### src/rtl/pe_act_queue_if.sv
// Handshake bundle between the PE network interface / PE controller and the
// per-PE activation queue.
interface pe_act_queue_if #(
  parameter int DEPTH  = 4,
  parameter int ADDR_W = 6,
  parameter int DATA_W = 16
);
  localparam int CNT_W = $clog2(DEPTH) + 1;

  logic                     push_act;
  logic [ADDR_W+DATA_W-1:0] act;
  logic                     pop_act;
  logic                     flush;
  logic                     act_valid;
  logic [ADDR_W-1:0]        head_addr;
  logic [DATA_W-1:0]        head_data;
  logic                     full;
  logic [CNT_W-1:0]         count;
  logic [CNT_W-1:0]         max_count;
  logic                     overflow_err;
  logic                     underflow_err;

  modport master (
    output push_act, act, pop_act, flush,
    input  act_valid, head_addr, head_data, full, count, max_count,
           overflow_err, underflow_err
  );

  modport slave (
    input  push_act, act, pop_act, flush,
    output act_valid, head_addr, head_data, full, count, max_count,
           overflow_err, underflow_err
  );
endinterface

### src/rtl/pe_act_queue.sv
// Per-PE first-word-fall-through activation queue with occupancy,
// high-watermark and sticky over/underflow reporting.
module pe_act_queue #(
  parameter int DEPTH  = 4,
  parameter int ADDR_W = 6,
  parameter int DATA_W = 16
) (
  input  logic          clk,
  input  logic          rst,
  pe_act_queue_if.slave q
);
  localparam int PTR_W = $clog2(DEPTH);
  localparam int CNT_W = PTR_W + 1;
  localparam int ENT_W = ADDR_W + DATA_W;
  localparam logic [CNT_W-1:0] DEPTH_C = CNT_W'(DEPTH);

  logic [ENT_W-1:0] mem [DEPTH];
  logic [PTR_W-1:0] rd_ptr;
  logic [PTR_W-1:0] wr_ptr;
  logic [CNT_W-1:0] count_q;
  logic [CNT_W-1:0] max_q;
  logic             ovf_q;
  logic             unf_q;

  logic             empty;
  logic             is_full;
  logic             do_push;
  logic             do_pop;
  logic             ovf_set;
  logic             unf_set;
  logic [CNT_W-1:0] count_nxt;
  logic [ENT_W-1:0] head;

  // A pop at full frees the slot the same-cycle push needs, so it is accepted.
  always_comb begin
    empty     = (count_q == '0);
    is_full   = (count_q == DEPTH_C);
    do_push   = q.push_act && !q.flush && (!is_full || q.pop_act);
    do_pop    = q.pop_act  && !q.flush && !empty;
    ovf_set   = q.push_act && !q.flush && is_full && !q.pop_act;
    unf_set   = q.pop_act  && !q.flush && empty;
    count_nxt = count_q;
    case ({do_push, do_pop})
      2'b10:   count_nxt = count_q + 1'b1;
      2'b01:   count_nxt = count_q - 1'b1;
      default: count_nxt = count_q;
    endcase
  end

  always_ff @(posedge clk) begin
    if (rst) begin
      rd_ptr  <= '0;
      wr_ptr  <= '0;
      count_q <= '0;
      max_q   <= '0;
      ovf_q   <= 1'b0;
      unf_q   <= 1'b0;
    end else if (q.flush) begin
      rd_ptr  <= '0;
      wr_ptr  <= '0;
      count_q <= '0;
      max_q   <= '0;
    end else begin
      if (do_push) wr_ptr <= wr_ptr + 1'b1;
      if (do_pop)  rd_ptr <= rd_ptr + 1'b1;
      count_q <= count_nxt;
      if (count_nxt > max_q) max_q <= count_nxt;
      if (ovf_set) ovf_q <= 1'b1;
      if (unf_set) unf_q <= 1'b1;
    end
  end

  // Storage carries no reset; contents are only observable through rd_ptr
  // while count is non-zero.
  always_ff @(posedge clk) begin
    if (do_push) mem[wr_ptr] <= q.act;
  end

  always_comb begin
    head            = empty ? '0 : mem[rd_ptr];
    q.act_valid     = !empty;
    q.head_addr     = head[ENT_W-1:DATA_W];
    q.head_data     = head[DATA_W-1:0];
    q.full          = is_full;
    q.count         = count_q;
    q.max_count     = max_q;
    q.overflow_err  = ovf_q;
    q.underflow_err = unf_q;
  end
endmodule

### src/flat_wrapper.sv
// flat-port wrapper written by rule: the top's interface ports become plain ports
module pe_act_queue_flat 
#(
  parameter int DEPTH  = 4,
  parameter int ADDR_W = 6,
  parameter int DATA_W = 16
)
  (clk, rst, q_push_act, q_act, q_pop_act, q_flush, q_act_valid, q_head_addr, q_head_data, q_full, q_count, q_max_count, q_overflow_err, q_underflow_err);
  pe_act_queue_if #(.DEPTH(DEPTH), .ADDR_W(ADDR_W), .DATA_W(DATA_W)) q_i ();
  input  logic clk;
  input  logic rst;
  input wire logic [$bits(q_i.push_act)-1:0] q_push_act;
  input wire logic [$bits(q_i.act)-1:0] q_act;
  input wire logic [$bits(q_i.pop_act)-1:0] q_pop_act;
  input wire logic [$bits(q_i.flush)-1:0] q_flush;
  output wire logic [$bits(q_i.act_valid)-1:0] q_act_valid;
  output wire logic [$bits(q_i.head_addr)-1:0] q_head_addr;
  output wire logic [$bits(q_i.head_data)-1:0] q_head_data;
  output wire logic [$bits(q_i.full)-1:0] q_full;
  output wire logic [$bits(q_i.count)-1:0] q_count;
  output wire logic [$bits(q_i.max_count)-1:0] q_max_count;
  output wire logic [$bits(q_i.overflow_err)-1:0] q_overflow_err;
  output wire logic [$bits(q_i.underflow_err)-1:0] q_underflow_err;
  assign q_i.push_act = q_push_act;
  assign q_i.act = q_act;
  assign q_i.pop_act = q_pop_act;
  assign q_i.flush = q_flush;
  assign q_act_valid = q_i.act_valid;
  assign q_head_addr = q_i.head_addr;
  assign q_head_data = q_i.head_data;
  assign q_full = q_i.full;
  assign q_count = q_i.count;
  assign q_max_count = q_i.max_count;
  assign q_overflow_err = q_i.overflow_err;
  assign q_underflow_err = q_i.underflow_err;
  pe_act_queue #(.DEPTH(DEPTH), .ADDR_W(ADDR_W), .DATA_W(DATA_W)) u_core (.clk(clk), .rst(rst), .q(q_i));
endmodule
### config.mk
export PLATFORM = sky130hd
export DESIGN_NAME = pe_act_queue_flat
export DESIGN_NICKNAME = d
export VERILOG_FILES = /design/src/rtl/pe_act_queue_if.sv /design/src/rtl/pe_act_queue.sv /design/src/flat_wrapper.sv
export SDC_FILE = /design/constraint.sdc
export NUM_CORES = 1
export LEC_CHECK = 0
export BUFFER_PORTS_ARGS = -buffer_cell sky130_fd_sc_hd__buf_2
export CORE_ASPECT_RATIO = 1.2
export CORE_UTILIZATION = 35
export CTS_BUF_LIST = sky130_fd_sc_hd__clkbuf_8
export CTS_CLUSTER_SIZE = 10
export DETAILED_ROUTE_END_ITERATION = 8
export SYNTH_ARGS = -nofsm -noshare
export SYNTH_HDL_FRONTEND = slang
export SYNTH_SLANG_ARGS = --single-unit
### constraint.sdc
create_clock -name clk -period 2.9 [get_ports clk]
set_input_delay 0.435 -clock clk [delete_from_list [all_inputs] [get_ports clk]]
set_output_delay 0.435 -clock clk [all_outputs]
set_load 0.02 [all_outputs]
### Yosys cells after proc, flatten, opt, wreduce, memory -nomap -nowiden

Memories as Yosys holds them, arrays and structs flattened. A register that Yosys moved wholly into a read port is not among the register bits.
Cells that the tools add are included.

* reductions and logical operators: 16
* bitwise logic cells: 1
* $mul: 0
* mux-type cells: 6
* add/sub/neg operators: 4
* order comparisons: 1
* shifts and indexed selects: 0
* divide/modulo/power cells: 0
* eq/ne operators: 3

Operators by type and width (number)
* 22-bit 2-to-1 mux: 1
* 1-bit logical AND: 7
* 3-bit one-hot mux with 2 select lines: 1
* 2-bit by 1-bit adder with 2-bit output (second input constant): 2
* 1-bit logical NOT: 4
* 2-bit 2-to-1 mux: 2
* 2-bit AND reduction: 2
* 3-bit by 1-bit adder with 3-bit output (second input constant): 1
* 3-bit == test (second input constant): 1
* 3-bit greater-than comparator: 1
* 3-bit logical NOT: 1
* 3-bit by 1-bit subtractor with 3-bit output (second input constant): 1
* 2-bit by 1-bit == test with 1-bit output (second input constant): 1
* 2-bit == test (second input constant): 1
* 1-bit 2-to-1 mux: 2
* 2-bit OR reduction: 1
* 1-bit logical OR: 1
* 1-bit NOT: 1

* ROM bits: 0
* register bits: 12
* output and inout bits: 32
* bits in writable memories: 88
* memories: 1
* bits in latches: 0
* input bits: 27
* logic and storage cells: 38

Memory list
* u_core.mem: depth 4, width 22, read ports 1, clocked after memory_dff 1, wr ports 1, RTL line pe_act_queue.sv:17 `logic [ENT_W-1:0] mem [DEPTH];`

### Longest topological paths before layout

* word-level depth: 7
* gate-level depth with buffers: 15
* mapped depth without buffers: 15

### Worst setup path before layout

Ideal clock, no wire load.

* path type: reg-to-reg
* start point: register u_core.count_q[0] (netlist: u_core.q.count[0])
* end point: register u_core.max_q[2] (netlist: u_core.q.max_count[2])
* period minus slack after synthesis: 3.135 ns
* slack: -0.235 ns
* arrival: 2.997 ns
* buffers on the path: 0
* required time: 2.763 ns
* stages on the path, launching flop included: 14
* cells stage by stage: dfxtp_1 > nor4b_2 > nor3b_4 > inv_1 > ha_1 > fa_1 > xnor2_1 > nor2_1 > xnor2_1 > inv_1 > ha_1 > and3_1 > a21oi_1 > a2111oi_2

* longest elaborated chain between the ends: 7
* elaborated cells between the ends (all ways): 13

Ends and longest elaborated chain
* from (decl): RTL line pe_act_queue.sv:20 `logic [CNT_W-1:0] count_q;`
* from (signal assigned): RTL line pe_act_queue.sv:66 `count_q <= count_nxt;`
* 3-bit == test: RTL line pe_act_queue.sv:37 `is_full = (count_q == DEPTH_C);`
* 1-bit logical NOT: RTL line pe_act_queue.sv:38 `do_push = q.push_act && !q.flush && (!is_full || q.pop_act);`
* 1-bit logical OR: RTL line pe_act_queue.sv:38
* 1-bit logical AND: RTL line pe_act_queue.sv:38
* 2-bit by 1-bit == test with 1-bit output or 2-bit == test (tied branches): RTL line pe_act_queue.sv:43 `case ({do_push, do_pop})`
* 3-bit one-hot mux with 2 select lines (*): RTL line pe_act_queue.sv:43
* net u_core.count_nxt[2]: RTL line pe_act_queue.sv:31 `logic [CNT_W-1:0] count_nxt;`
* 3-bit greater-than comparator: RTL line pe_act_queue.sv:67 `if (count_nxt > max_q) max_q <= count_nxt;`
* to (signal assigned): RTL line pe_act_queue.sv:67
* to (decl): RTL line pe_act_queue.sv:21 `logic [CNT_W-1:0] max_q;`

The timed path passes the listed nets; every way through them passes the cells marked *.
A chain may end at the register's enable or synchronous reset.

### Worst setup path in the final report

* start point: register u_core.count_q[2] (netlist: u_core.q.count[2])
* end point: register u_core.max_q[2] (netlist: u_core.q.max_count[2])

Same word-level chain as after synthesis.

==> out/summary.json <==
{
  "synth": {
    "combinational_family_with_the_most_area_after_synthesis": "multiplexers",
    "synth_xor_area_share_pct": 1.29,
    "synth.distinct_cells": 31,
    "synth_top_area_share_pct": 64.9,
    "synthAdderAreaFrac_pct": 2.95,
    "synthesis.instances": 217,
    "synth.cell_area_um2": 4070,
    "synth_sequential_area_ratio_pct": 71.8,
    "ys_ff_latch": 102,
    "synth_top_cell_by_area": "edfxtp_1",
    "compound_gate_portion_of_the_synthesized_area_pct": 1.48,
    "synth-simple-area-share_pct": 7.63,
    "postSynthAreaPerCell_um2": 18.8,
    "muxShareOfSynthArea_pct": 12.9,
    "biggest_area_contributors_in_the_synthesized_netlist": "edfxtp_1, mux4_2, dfxtp_1",
    "synth_warnings": 0,
    "syn-num-nets": 253
  },
  "power_and_ir_drop": {
    "pwr_density_cell_nw_per_um2": 536,
    "total_power_mw": 2.63,
    "share_seq_of_total_power_pct": 61.5,
    "swShare_pct": 21.0,
    "share_clk_of_total_power_pct": 31.9,
    "leakagePower_nw": 1.76,
    "peakVddDrop_uv": 208,
    "internal-power_mw": 2.08,
    "total_switching_power_mw": 0.552,
    "comb_pwr_share_pct": 6.6
  },
  "detailed_routing": {
    "detail-route-antenna-nets": 0,
    "detailroute.via_count": 2082,
    "drt-total-wl_um": 7110,
    "remaining_drc_errors": 0,
    "drt_iter0_markers": 57,
    "drt-wirelength-per-cell_um": 15.6,
    "detail_route.vias_per_cell": 4.58,
    "drt-pass1-iter-count": 4
  },
  "timing": {
    "hold_viol_final": 0,
    "final-max-slew-violation-count": 0,
    "worst-slew-pin-transition_ps": 617,
    "clock-skew-final_ps": 10.1,
    "timing.final.setup_violations": 0,
    "max_slew_margin_pct": 58.9,
    "period_minus_slack_ps": 2790,
    "fin_setup_tns_ps": 0,
    "max_freq_mhz": 358,
    "final_min_period_over_clock_period_pct": 96.3
  },
  "clocking": {
    "insertion_delay_ps": 350,
    "number_of_buffers_on_the_longest_clock_path": 2,
    "worst_setup_hold_path_clk_slew_ps": 90,
    "cts_htree_levels": 3,
    "root_buffer": "clkbuf_8",
    "numClockSinks": 102,
    "tritoncts.num_buffers": 9,
    "clock_tree_from_tritoncts": "done"
  },
  "layout": {
    "drive_above_1_share_pct": 42.5,
    "syn2layout_area_growth_pct": 20.8,
    "insertedDiodeCount": 0,
    "most_used_cells_in_the_layout_excluding_fill_and_tap_cells": "edfxtp_1, buf_2, and2_1",
    "final_common_cell": "edfxtp_1",
    "final.fill_count": 1005,
    "finish.net_count": 333,
    "layoutNonFillerInstCount": 455
  },
  "floorplanning": {
    "num_rows": 42,
    "floorplan.die.height_um": 120,
    "die_area_um2": 12100,
    "top_level_ports": 59,
    "core_region_area_um2": 11200,
    "chipWidth_um": 100,
    "initial_utilization_pct": 36.4
  },
  "placed_design": {
    "place_hpwl_um": 4700,
    "globalplace.congestion": 0.741,
    "dpl.cell_count": 439,
    "io_buffer_count": 58
  },
  "global_route": {
    "number_of_global_route_vias_before_repair": 2227,
    "maximum_number_of_pins_on_one_net_before_global_route_repair": 25,
    "grt_overflow": 0,
    "initial_antenna_violation_count": 0,
    "global_route_wire_length_before_repair_um": 11200,
    "total_track_usage_pct": 12.8
  },
  "setup_path": {
    "critical_path_required_ps": 3160,
    "cp-start-kind": "register",
    "cp_data_arrival_time_ps": 3050,
    "regToRegSetupSlack_ps": 110,
    "timing.critical_path.to_type": "register",
    "slowest_stage": "dfxtp_4",
    "timing.setup.critical_path_class": "reg -> reg",
    "critical_path.cell_chain": "nor4b_4 > nor3b_4 > inv_1 > ha_4 > fa_2 > xnor2_1 > nor2_1 > xnor2_1 > inv_1 > ha_4 > and3_4 > and2_1 > a2111oi_2",
    "crit_path_max_incr_delay_ps": 380,
    "critical_path_peak_fanout": 5
  },
  "status": {
    "run_status": "complete, no violations"
  },
  "flow_run": {
    "timing.max_cap.violations": 0
  },
  "worst_hold_path": {
    "holdCritPathClass": "in -> reg"
  }
}
-- per-stage QoR --
stage               setup WS [ps]  area (um^2)  utilization [%]  hold slack (ps)
CTS                          34.0         4870             43.5              229
global placement            -7.66         4690             41.9              453
detailed placement          -73.8         4690             41.9              456
global route                -50.7         4920             43.9              235
floorplan                    22.1         4120                -              485
finish                        108         4920             43.9              256
-- synth_stat cells --
cell type	n
xnor2_1	3
mux2_2	1
nand2_1	3
buf_6	2
nor3b_1	1
inv_1	9
mux2i_1	1
xor2_1	3
nor2_1	11
nand3_1	1
nand3b_1	1
o21a_1	1
mux4_1	2
dfxtp_1	14
or2_2	1
o31ai_1	2
and2_1	27
a31oi_1	2
a21oi_1	2
nor2b_1	2
nor4b_2	1
clkbuf_1	2
ha_1	8
fa_1	1
nor3b_4	1
a2111oi_2	1
mux4_2	20
edfxtp_1	88
and3_1	1
buf_2	3
nor3_1	2
-- state kept, by name (all words and copies together), names as in the netlist, named ones only --
signal	count
u_core.mem	88
u_core.q.count	3
u_core.q.max_count	3
u_core.q.overflow_err	1
u_core.q.underflow_err	1
u_core.rd_ptr	2
u_core.wr_ptr	2
-- final cells by class --
cell class              count  area, um^2  share of cell area (%)
inverters                   9        33.8                   0.687
repair buffers             76         425                    8.65
clock inverters             6        62.6                    1.27
flip-flops and latches    102        2940                    59.7
well taps                 154         193                    3.92
multi-input cells          99        1140                    23.2
clock buffers               9         124                    2.52
-- power by group through the flow --
stage | combinational, mW | sequential [mW] | clock (mW)
after floorplan | 0.0945 | 1.66 | 0
after global placement | 0.165 | 1.65 | 0
after detailed placement | 0.169 | 1.65 | 0
after CTS | 0.170 | 1.62 | 0.879
after global routing | 0.189 | 1.62 | 0.921
final | 0.173 | 1.62 | 0.841
-- timing repair --
| item | CTS | global route |
|---|---|---|
| setup endpoints to repair | 0 | 3 |
| resized for setup | 0 | 6 |
| hold buffers | 0 | 0 |
| buffers inserted | 0 | 1 |
-- layer usage --
layer	global-route usage (%)	part of all wire [%]	vias to the layer above
li1	-	-	989
met1	14.8	42	1031
met2	22.6	53	50
met3	2.10	3.4	12
met4	6.52	2.0	0
met5	0	0	-
-- cell families after synthesis --
logic type / count (synthesis)
xor gates and xnor gates: 6
DFF: 102
muxes: 24
adders and majority gates: 9
and+or+nand+nor: 52
AOI/OAI and AO/OA: 8
buffers and inverters: 16
-- worst max-delay path: cells and delay by family (launching register included) --
| family | cells | cell delay [ps] |
|---|---|---|
| XOR/XNOR | 2 | 290 |
| AND/OR/NAND/NOR | 5 | 830 |
| buffers and inverters | 2 | 200 |
| flip-flops | 1 | 380 |
| adder cells (fa/ha/maj) | 3 | 740 |
| AO/OA/AOI/OAI | 1 | 260 |
-- path summary, 6_finish.rpt --
| path | depth (start not counted) | endpoint | from |
|---|---|---|---|
| worst max-delay path | 13 | u_core.q.max_count[2]$_SDFFE_PP0N_ | u_core.q.count[2]$_SDFF_PP0_ |
| worst min-delay path | 2 | u_core.q.overflow_err$_SDFFE_PP0P_ | rst |
| worst max register to register | 13 | u_core.q.max_count[2]$_SDFFE_PP0N_ | u_core.q.count[2]$_SDFF_PP0_ |
| worst min register to register | 2 | u_core.q.underflow_err$_SDFFE_PP0P_ | u_core.q.underflow_err$_SDFFE_PP0P_ |
No activity file was read; power rests on OpenSTA's default activity.
